===== src/rtl/cpu_sequencer_pkg.sv =====
// Shared CPU codes: the sequencer state consumed by the control decoder.
package codes;

   typedef enum logic [1:0] {
      FETCH = 2'd0,
      EXEC1 = 2'd1,
      EXEC2 = 2'd2,
      HALT  = 2'd3
   } state_t;

endpackage


===== src/rtl/cpu_sequencer_stall_watchdog.sv =====
// Stall watchdog: counts consecutive held edges and fires a one-cycle
// expire pulse when the run of stalls reaches TIMEOUT_CYCLES.
// TIMEOUT_CYCLES = 0 disables the watchdog entirely.
module stall_watchdog #(
   parameter int unsigned TIMEOUT_CYCLES = 1024
) (
   input  logic clk_i,
   input  logic reset_i,
   input  logic hold,
   output logic expire,
   output logic timeout_o
);

   localparam int unsigned CW    = (TIMEOUT_CYCLES > 1) ? $clog2(TIMEOUT_CYCLES) : 1;
   localparam int unsigned LIMIT = (TIMEOUT_CYCLES > 0) ? TIMEOUT_CYCLES - 1 : 0;
   localparam logic        EN    = (TIMEOUT_CYCLES > 0);

   logic [CW-1:0] cnt_q, cnt_d;
   logic          timeout_q, timeout_d;

   // Expiry happens on the held edge that would complete the run; the count
   // restarts whenever the hold breaks or the watchdog fires.
   always_comb begin
      expire    = EN & hold & (cnt_q == CW'(LIMIT));
      cnt_d     = cnt_q;
      timeout_d = timeout_q | expire;
      if (!hold || expire) begin
         cnt_d = '0;
      end else begin
         cnt_d = cnt_q + CW'(1);
      end
   end

   // Stall run counter and sticky timeout flag.
   always_ff @(posedge clk_i) begin
      if (reset_i) begin
         cnt_q     <= '0;
         timeout_q <= 1'b0;
      end else begin
         cnt_q     <= cnt_d;
         timeout_q <= timeout_d;
      end
   end

   assign timeout_o = timeout_q;

endmodule


===== src/rtl/cpu_sequencer.sv =====
// Multicycle sequencer for the MIPS core: FETCH -> EXEC1 -> EXEC2 per
// instruction, frozen by bus waitrequest or a busy mul/div unit, with a
// sticky HALT on jump-to-zero or watchdog expiry, plus cycle and
// retired-instruction counters.
module cpu_sequencer
   import codes::*;
#(
   parameter int unsigned COUNT_WIDTH    = 32,
   parameter int unsigned TIMEOUT_CYCLES = 1024
) (
   input  logic                   clk_i,
   input  logic                   reset_i,
   input  logic                   mem_access_i,
   input  logic                   waitrequest_i,
   input  logic                   muldiv_busy_i,
   input  logic                   halt_req_i,
   output state_t                 state_o,
   output logic                   active_o,
   output logic                   stall_o,
   output logic                   timeout_o,
   output logic [COUNT_WIDTH-1:0] cycle_count_o,
   output logic [COUNT_WIDTH-1:0] instr_count_o
);

   state_t                 state_q, state_d;
   logic [COUNT_WIDTH-1:0] cycle_cnt_q, cycle_cnt_d;
   logic [COUNT_WIDTH-1:0] instr_cnt_q, instr_cnt_d;
   logic                   hold;
   logic                   expire;
   logic                   mem_wait;

   assign mem_wait = mem_access_i & waitrequest_i;

   // Hold condition: bus wait in any active state, mul/div only matters in EXEC2.
   always_comb begin
      hold = 1'b0;
      unique case (state_q)
         FETCH, EXEC1: hold = mem_wait;
         EXEC2:        hold = mem_wait | muldiv_busy_i;
         default:      hold = 1'b0;
      endcase
   end

   stall_watchdog #(
      .TIMEOUT_CYCLES(TIMEOUT_CYCLES)
   ) u_watchdog (
      .clk_i     (clk_i),
      .reset_i   (reset_i),
      .hold      (hold),
      .expire    (expire),
      .timeout_o (timeout_o)
   );

   // Next state and counters; watchdog expiry outranks holding the state.
   always_comb begin
      state_d     = state_q;
      cycle_cnt_d = cycle_cnt_q;
      instr_cnt_d = instr_cnt_q;
      if (state_q != HALT) begin
         cycle_cnt_d = cycle_cnt_q + COUNT_WIDTH'(1);
      end
      if (expire) begin
         state_d = HALT;
      end else if (!hold) begin
         unique case (state_q)
            FETCH: state_d = EXEC1;
            EXEC1: state_d = EXEC2;
            EXEC2: begin
               // halt_req_i only matters on the edge that retires the instruction.
               state_d     = halt_req_i ? HALT : FETCH;
               instr_cnt_d = instr_cnt_q + COUNT_WIDTH'(1);
            end
            default: state_d = HALT;
         endcase
      end
   end

   // State register and counters; reset overrides everything.
   always_ff @(posedge clk_i) begin
      if (reset_i) begin
         state_q     <= FETCH;
         cycle_cnt_q <= '0;
         instr_cnt_q <= '0;
      end else begin
         state_q     <= state_d;
         cycle_cnt_q <= cycle_cnt_d;
         instr_cnt_q <= instr_cnt_d;
      end
   end

   assign state_o       = state_q;
   assign active_o      = (state_q != HALT);
   assign stall_o       = hold;
   assign cycle_count_o = cycle_cnt_q;
   assign instr_count_o = instr_cnt_q;

endmodule


===== config.mk =====
export PLATFORM = sky130hd
export DESIGN_NAME = cpu_sequencer
export DESIGN_NICKNAME = d
export VERILOG_FILES = /design/src/rtl/cpu_sequencer_pkg.sv /design/src/rtl/cpu_sequencer_stall_watchdog.sv /design/src/rtl/cpu_sequencer.sv
export SDC_FILE = /design/constraint.sdc
export NUM_CORES = 1
export LEC_CHECK = 0
export BUFFER_PORTS_ARGS = -buffer_cell sky130_fd_sc_hd__clkbuf_2
export CAP_MARGIN = 20
export CORE_ASPECT_RATIO = 0.7
export CORE_MARGIN = 2
export CORE_UTILIZATION = 45
export CTS_BUF_LIST = sky130_fd_sc_hd__clkbuf_16
export CTS_CLUSTER_SIZE = 24
export DETAILED_ROUTE_END_ITERATION = 8
export PLACE_DENSITY = 0.74
export SYNTH_ARGS = -nofsm -noshare
export SYNTH_HDL_FRONTEND = slang
export SYNTH_SLANG_ARGS = --single-unit

===== constraint.sdc =====
create_clock -name clk_i -period 2.25 [get_ports clk_i]
set_input_delay 0.45 -clock clk_i [delete_from_list [all_inputs] [get_ports clk_i]]
set_output_delay 0.45 -clock clk_i [all_outputs]
set_load 0.005 [all_outputs]

### Word-level counts from Yosys, hierarchy flattened

Index checks and enable logic that the tools add are counted.

| word-level totals | value |
|---|---|
| bits in registers | 77 |
| output and inout port bits | 69 |
| bits of input ports | 6 |
| latch bits | 0 |
| ROM bits | 0 |
| word-level logic and storage cells | 30 |
| memories kept | 0 |
| RAM bits | 0 |

| cells by class | value |
|---|---|
| bitwise operators | 6 |
| shifts and indexed selects | 0 |
| mux-type cells | 5 |
| $add $sub $neg | 3 |
| multiply operators | 0 |
| divide/modulo/power cells | 0 |
| reduce and logical (&&, ||, !) cells | 6 |
| order comparisons | 0 |
| equal/unequal tests | 5 |

Operators by type and width:

| operator | count |
|---|---|
| adder 32 x 1 -> 32 bit (second input constant) | 2 |
| adder 10 x 1 -> 10 bit (second input constant) | 1 |
| == test 10 bit (second input constant) | 1 |
| two-way mux 2 bit | 3 |
| case mux 2 bit (3 select lines) | 1 |
| != test 2 bit (second input constant) | 2 |
| OR reduction 2 bit | 2 |
| AND reduction 3 bit | 1 |
| bitwise AND 1 bit | 2 |
| == test 2 x 1 -> 1 bit (second input constant) | 1 |
| == test 2 bit (second input constant) | 1 |
| zero test 2 bit | 1 |
| inverter 1 bit | 2 |
| OR 1 bit | 2 |
| case mux 1 bit (2 select lines) | 1 |
| zero test 1 bit | 1 |
| logical OR 1 bit | 1 |

### Logic depth before layout (Yosys ltp)

Gate-level depths: netlist of the first run.

| depth | value |
|---|---|
| depth in word-level cells | 6 |
| gate-level depth with buffers | 6 |
| gate-level depth less buffers | 5 |

### Modules after synthesis

From an unflattened synthesis of the first run, not the netlist that was laid out.

| second synthesis, totals | value |
|---|---|
| cells, all modules | 412 |
| area total of the unflattened synthesis | 3,513.4 um2 |

Modules (own cells, without submodules):

| module | instances | seq. area each (um2) | cells an instance | area each (um2) |
|---|---|---|---|---|
| cpu_sequencer | 1 | 1,321.3 | 357 | 3,030.4 |
| stall_watchdog | 1 | 220.2 | 55 | 483.0 |

### Worst setup path before layout of the first run

Ideal clock, no wire load.

| path | value |
|---|---|
| path kind | register to register |
| start | register cycle_cnt_q[4] (netlist: cycle_count_o[4]) |
| end | register cycle_cnt_q[27] (netlist: cycle_count_o[27]) |
| stages on the path, launching flop included | 5 |
| slack | 0.346 ns |
| clock period less this slack | 1.904 ns |
| arrival time | 1.783 ns |
| path through | dfxtp_1 nand3_1 or4_1 nor4_1 mux2_2 |

| on the way | value |
|---|---|
| cells in the longest elaborated chain, start to end | 1 |

RTL lines:

| what | RTL line | text |
|---|---|---|
| start: declaration | cpu_sequencer.sv:26 | `logic [COUNT_WIDTH-1:0] cycle_cnt_q, cycle_cnt_d;` |
| start signal: assignment | cpu_sequencer.sv:86 | `cycle_cnt_q <= cycle_cnt_d;` |
| adder 32 x 1 -> 32 bit | cpu_sequencer.sv:60 | `cycle_cnt_d = cycle_cnt_q + COUNT_WIDTH'(1);` |

No other way between the ends.
A chain may end at the register's enable or synchronous reset.

### Worst setup path in the final report of the first run

Ends and elaborated chain as after synthesis.

==> results of run 1 <==
-- cell usage in the layout, fill, tap and decap left out, drive strengths merged --
master   n
or4     26
a211oi   2
nand2   32
a21bo    1
a21oi   36
inv     10
clkinv   4
nor4    11
and3     8
nand4   22
o21ai    7
buf     15
and2     4
mux2i    1
nand3   24
ha       3
clkbuf  83
xnor2   12
nor3b    2
a22oi    1
o31ai   24
nor2b   11
a21boi   1
o21a     1
or2      1
mux2    11
dfxtp   77
nor3    10
and4    12
nor2    45
or3     11
xor2    16
-- metrics by stage --
step	hold slack (ns)	utilization	setup slack, ns
2_1_floorplan	0.426	-	0.346
3_3_place_gp	0.439	0.538	0.203
3_5_place_dp	0.452	0.538	0.127
4_1_cts	0.435	0.569	0.156
5_1_grt	0.448	0.569	0.0424
6_report	0.447	0.569	0.168
-- state kept, by name, indices dropped and copies added (netlist names) --
name,cells
instr_count_o,32
u_watchdog.cnt_q,10
state_o,2
u_watchdog.timeout_o,1
cycle_count_o,32
-- logic make-up (layout without fill, tap and decap cells) --
| group | after synthesis | after routing | synth area share |
|---|---|---|---|
| DFF | 77 | 77 | 0.413 |
| muxes | 12 | 12 | 0.0359 |
| xor gates and xnor gates | 28 | 28 | 0.0657 |
| AOI/OAI and AO/OA | 73 | 73 | 0.119 |
| buffers and inverters | 27 | 112 | 0.0295 |
| adders and majority gates | 3 | 3 | 0.0101 |
| and+or+nand+nor | 219 | 219 | 0.327 |
-- routing by layer --
layer  global-route usage  up-vias  wire, um
met4               0.0780        0       104
met3               0.0566       10       499
met1                0.275     1709      4320
met2                0.319       99      4250
li1                     -     1787         -
met5                    0        -         0
-- tightest hold or removal path, stage by stage --
cell,delay (ns)
clkbuf_2,0.10
a21oi_1,0.12
nor3_1,0.06
-- cell type report --
type | instances | area, um^2
clock buffer | 9 | 225
clock inverter | 6 | 23.8
fill | 745 | 3420
inverter | 8 | 30.0
multi-input combinational | 335 | 2080
sequential | 77 | 1540
tap | 101 | 126
timing repair buffer | 89 | 495
-- worst max-delay path by stage --
stage,startpoint,endpoint,slack (ns)
global route,cycle_count_o[4],cycle_count_o[27],0.04
floorplan,cycle_count_o[4],cycle_count_o[27],0.35
finish,cycle_count_o[4],cycle_count_o[27],0.17
global placement,mem_access_i,instr_count_o[30],0.20
CTS,cycle_count_o[4],cycle_count_o[27],0.16
detailed placement,mem_access_i,instr_count_o[29],0.13
-- where the power goes --
group | total (mW) | switching [mW] | leakage, nW | internal [mW]
Sequential | 1.39 | 0.0122 | 0.621 | 1.38
Combinational | 0.161 | 0.0984 | 0.917 | 0.0626
Clock | 1.24 | 0.521 | 0.130 | 0.718
Total | 2.79 | 0.632 | 1.67 | 2.16
-- cell usage after synthesis, drive strengths merged --
cell	n	area (um^2)
a211oi	2	15.0
a21bo	1	10.0
a21boi	1	7.51
a21oi	36	180
a22oi	1	7.51
and2	4	25.0
and3	8	50.1
and4	12	105
buf	5	27.5
clkbuf	14	52.6
dfxtp	77	1540
ha	3	37.5
inv	8	30.0
mux2	11	124
mux2i	1	10.0
nand2	32	120
nand3	24	120
nand4	22	153
nor2	45	169
nor2b	11	68.8
nor3	10	50.1
nor3b	2	15.0
nor4	11	68.8
o21a	1	7.51
o21ai	7	35.0
o31ai	24	180
or2	1	6.26
or3	11	68.8
or4	26	199
xnor2	12	105
xor2	16	140
==> results.toml, run 1 <==
[sta]
slew_viol_final = 0
fin_crit_sh = 0.926
tightest_slew_ns = 0.425
rsz0062_at_grt = "no"
min_period_ns = 2.08
skew_ns = 0.00497
slew_headroom = 0.717
hold_viol = 0
finalSetupViolations = 0
fmax_ghz = 0.480
setup_tns_ns = 0

[critical_path]
critPathArrivalTime_ns = 2.31
r2r_slack_ns = 0.17
crit_fanout = 8
rr_worst_depth = 4
max_stage_delay_ns = 0.61
criticalPathCategory = "reg2reg"
cp-end-kind = "register"
worstPathCellList = "nand3_1 > or4_1 > nor4_1 > mux2_2"
r2r_start = "cycle_count_o[4]"
cp_top_family = "simple AND/OR/NAND/NOR gates"
crit_path_start_kind = "register"
path_depth = 4
cp_num_buf_inv = 0
required_ns = 2.47
r2r_end = "cycle_count_o[27]"
crit_slowest_cell = "or4_1"

[clock_network]
clk_pin_slew_ns = 0.05
clock_path_buffers = 2
htreeDepth = 3
cts-root-buf = "clkbuf_16"
ctsHoldBuffers = 0
cts_tree = "yes"
cts_resized = 0
cts_inserted_buffers = 9
clk_latency_ns = 0.33
cts_num_sinks = 77
postCtsSetupRepairBufs = 0

[floorplanning]
ios = 75
core_area_mm2 = 0.00794
die_area_mm2 = 0.00904
rows = 27
die_h_um = 80.2
start_util = 0.470
fp.dieW_um = 113

[final_layout]
n_antenna_cell = 0
stdcell_count = 625
layout.nets = 529
synthToLayoutAreaGrowth_pct = 21.2
design_area_mm2 = 0.00452
drive_gt1_frac = 0.218

[yosys]
avgSynthCellArea_um2 = 8.50
ys_ff_latch = 77
syn_nets = 448
ys_types = 35
ys_seq_area_frac = 0.413
syn_inst = 439
synthesis.area_mm2 = 0.00373
yosys_warnings = 0

[routing]
vias = 3605
post_drt_via_cell_ratio = 5.77
drtIter0Drc = 163
firstDrtPassIters = 4
drc_errors = 0
wl_per_cell_um = 14.7
ant_nets = 0
routed_wl_um = 9180

[placed_design]
gp_congestion = 0.819
port_buffers = 74
hpwl_um = 6590
place_area_mm2 = 0.00427
dpl.cell_count = 610

[worst_hold_path]
holdPathStages = 3
min_to = "state_o[0]"
hp-class = "in2reg"
worstHoldStart = "waitrequest_i"

[run]
drv_cap = 0

[power]
ir_drop_uv = 349
fin_total_pwr_mw = 2.79
cellLeakagePower_nw = 1.67
p_per_area_mw_per_mm2 = 617

[global_routing]
grt_util_all_layers = 0.206
antenna_found_initial = 0
grt_pass1_vias = 3250
overflow = 0
grt_max_degree = 46
grt_pass1_wl_um = 15100

[run_status]
status = "completed"
No activity file was read; power rests on OpenSTA's default activity.
==> run 2, diff against run 1 <==
- CORE_MARGIN: 2 -> not set
- CTS_BUF_LIST: sky130_fd_sc_hd__clkbuf_16 -> not set
- TNS_END_PERCENT: not set -> 30
==> results.toml, run 2 (synthesis results as in run 1) <==
[run_status]
status = "completed"

[power]
pwr-share-seq = 0.469
internal_power_mw = 2.29
switchingPower_mw = 0.677
power_frac_comb = 0.052
clkPwrFrac = 0.479
cellLeakagePower_nw = 1.67
sw_frac_of_total = 0.228
ir_drop_uv = 607
p_per_area_mw_per_mm2 = 654

[sta]
rsz0062_at_grt = "no"
slew_headroom = 0.656
finalSetupViolations = 0
tightest_slew_ns = 0.517
setup_tns_ns = 0
skew_ns = 0.00637
final.hold.worst_slack_ns = 0.440
hold_viol = 0
fin_crit_sh = 0.928
slew_viol_final = 0
min_period_ns = 2.09
fmax_ghz = 0.479

[clock_network]
cts_inserted_buffers = 9
ctsHoldBuffers = 0
cts_resized = 0
cts_tree = "yes"
cts-root-buf = "clkbuf_16"
cts_num_sinks = 77
clk_latency_ns = 0.34
htreeDepth = 3
clock_path_buffers = 2
clk_pin_slew_ns = 0.06
postCtsSetupRepairBufs = 0

[critical_path]
required_ns = 2.51
cp_num_buf_inv = 0
criticalPathCategory = "reg2reg"
crit_fanout = 15
path_depth = 4
max_stage_delay_ns = 0.68
cp_top_family = "simple AND/OR/NAND/NOR gates"
crit_slowest_cell = "or4_4"
rr_worst_depth = 4
critPathArrivalTime_ns = 2.35
cp-end-kind = "register"
crit_path_start_kind = "register"
worstPathCellList = "nand4_4 > or4_4 > or4_1 > a21oi_1"

[global_routing]
grt_pass1_vias = 3258
grt_pass1_wl_um = 15300
overflow = 0
grt_max_degree = 26
antenna_found_initial = 0
grt_util_all_layers = 0.215

[floorplanning]
ios = 75
die_area_mm2 = 0.00866
rows = 27
core_area_mm2 = 0.00794
die_h_um = 78.2
fp.dieW_um = 111
start_util = 0.470

[final_layout]
drive_gt1_frac = 0.225
final_common_cell = "dfxtp_1"
layout.nets = 528
stdcell_count = 625
n_antenna_cell = 0
synthToLayoutAreaGrowth_pct = 21.8
final_cell_mix = "dfxtp_1 (77), clkbuf_2 (74), nor2_1 (45), a21oi_1 (36), nand2_1 (32)"

[placed_design]
gp_congestion = 0.819
port_buffers = 74
hpwl_um = 6510
dpl.cell_count = 609

[routing]
wl_per_cell_um = 14.7
vias = 3625
post_drt_via_cell_ratio = 5.80
drc_errors = 0
firstDrtPassIters = 5
routed_wl_um = 9170
drtIter0Drc = 145
ant_nets = 0

[run]
drv_cap = 0

[worst_hold_path]
hp-class = "in2reg"
holdPathStages = 3
[run 2: changes by cell type in the layout (fill, tap and decap cells not counted)]
cell and change:
buf_12 -1, bufinv_16 +1, clkbuf_1 +1, clkinv_1 -3, clkinv_2 +1, clkinv_4 +1, clkinvlp_4 +2, inv_1 -2
[run 2: layout make-up]
cell class                      count  area [um^2]
Tap cell                          101          126
Sequential cell                    77         1540
Timing Repair Buffer               88          475
Clock inverter                      6         63.8
Multi-Input combinational cell    335         2080
Clock buffer                       10          229
Inverter                            8         30.0
Fill cell                         711         3390
[run 2: metrics by stage]
stage	power [mW]	util	instance area, um^2	setup WS, ns
4_1_cts	3.01	0.572	4540	0.168
2_1_floorplan	1.51	-	3730	0.346
3_3_place_gp	1.57	0.536	4250	0.188
6_report	2.97	0.572	4540	0.161
5_1_grt	3.08	0.572	4540	0.0624
3_5_place_dp	1.58	0.536	4250	0.122
[run 2: worst paths after layout]
check	startpoint	slack, ns	to
worst max-delay path	cycle_count_o[7]	0.16	cycle_count_o[28]
worst min-delay path	waitrequest_i	0.44	state_o[0]
worst max register to register	cycle_count_o[7]	0.16	cycle_count_o[28]
worst min register to register	u_watchdog.cnt_q[0]	0.48	u_watchdog.cnt_q[0]
[run 2: layer usage]
layer	global-route usage	wire [um]	vias up	share of wire
met4	0.0680	148	0	0.016
met3	0.0633	385	14	0.042
met5	0	0	-	0
met1	0.282	4510	1737	0.49
li1	-	-	1786	-
met2	0.342	4130	88	0.45
[run 2: power by group through the flow]
| stage | combinational (mW) | clock [mW] | sequential (mW) |
|---|---|---|---|
| floorplan | 0.0865 | 0 | 1.42 |
| global placement | 0.151 | 0 | 1.42 |
| detailed placement | 0.155 | 0 | 1.42 |
| CTS | 0.155 | 1.46 | 1.39 |
| global route | 0.173 | 1.51 | 1.39 |
| finish | 0.155 | 1.42 | 1.39 |
[run 2: worst register-to-register path, stage by stage (launching register included)]
cell     delay, ns
dfxtp_1       0.47
nand4_4       0.17
or4_4         0.68
or4_1         0.53
a21oi_1       0.17
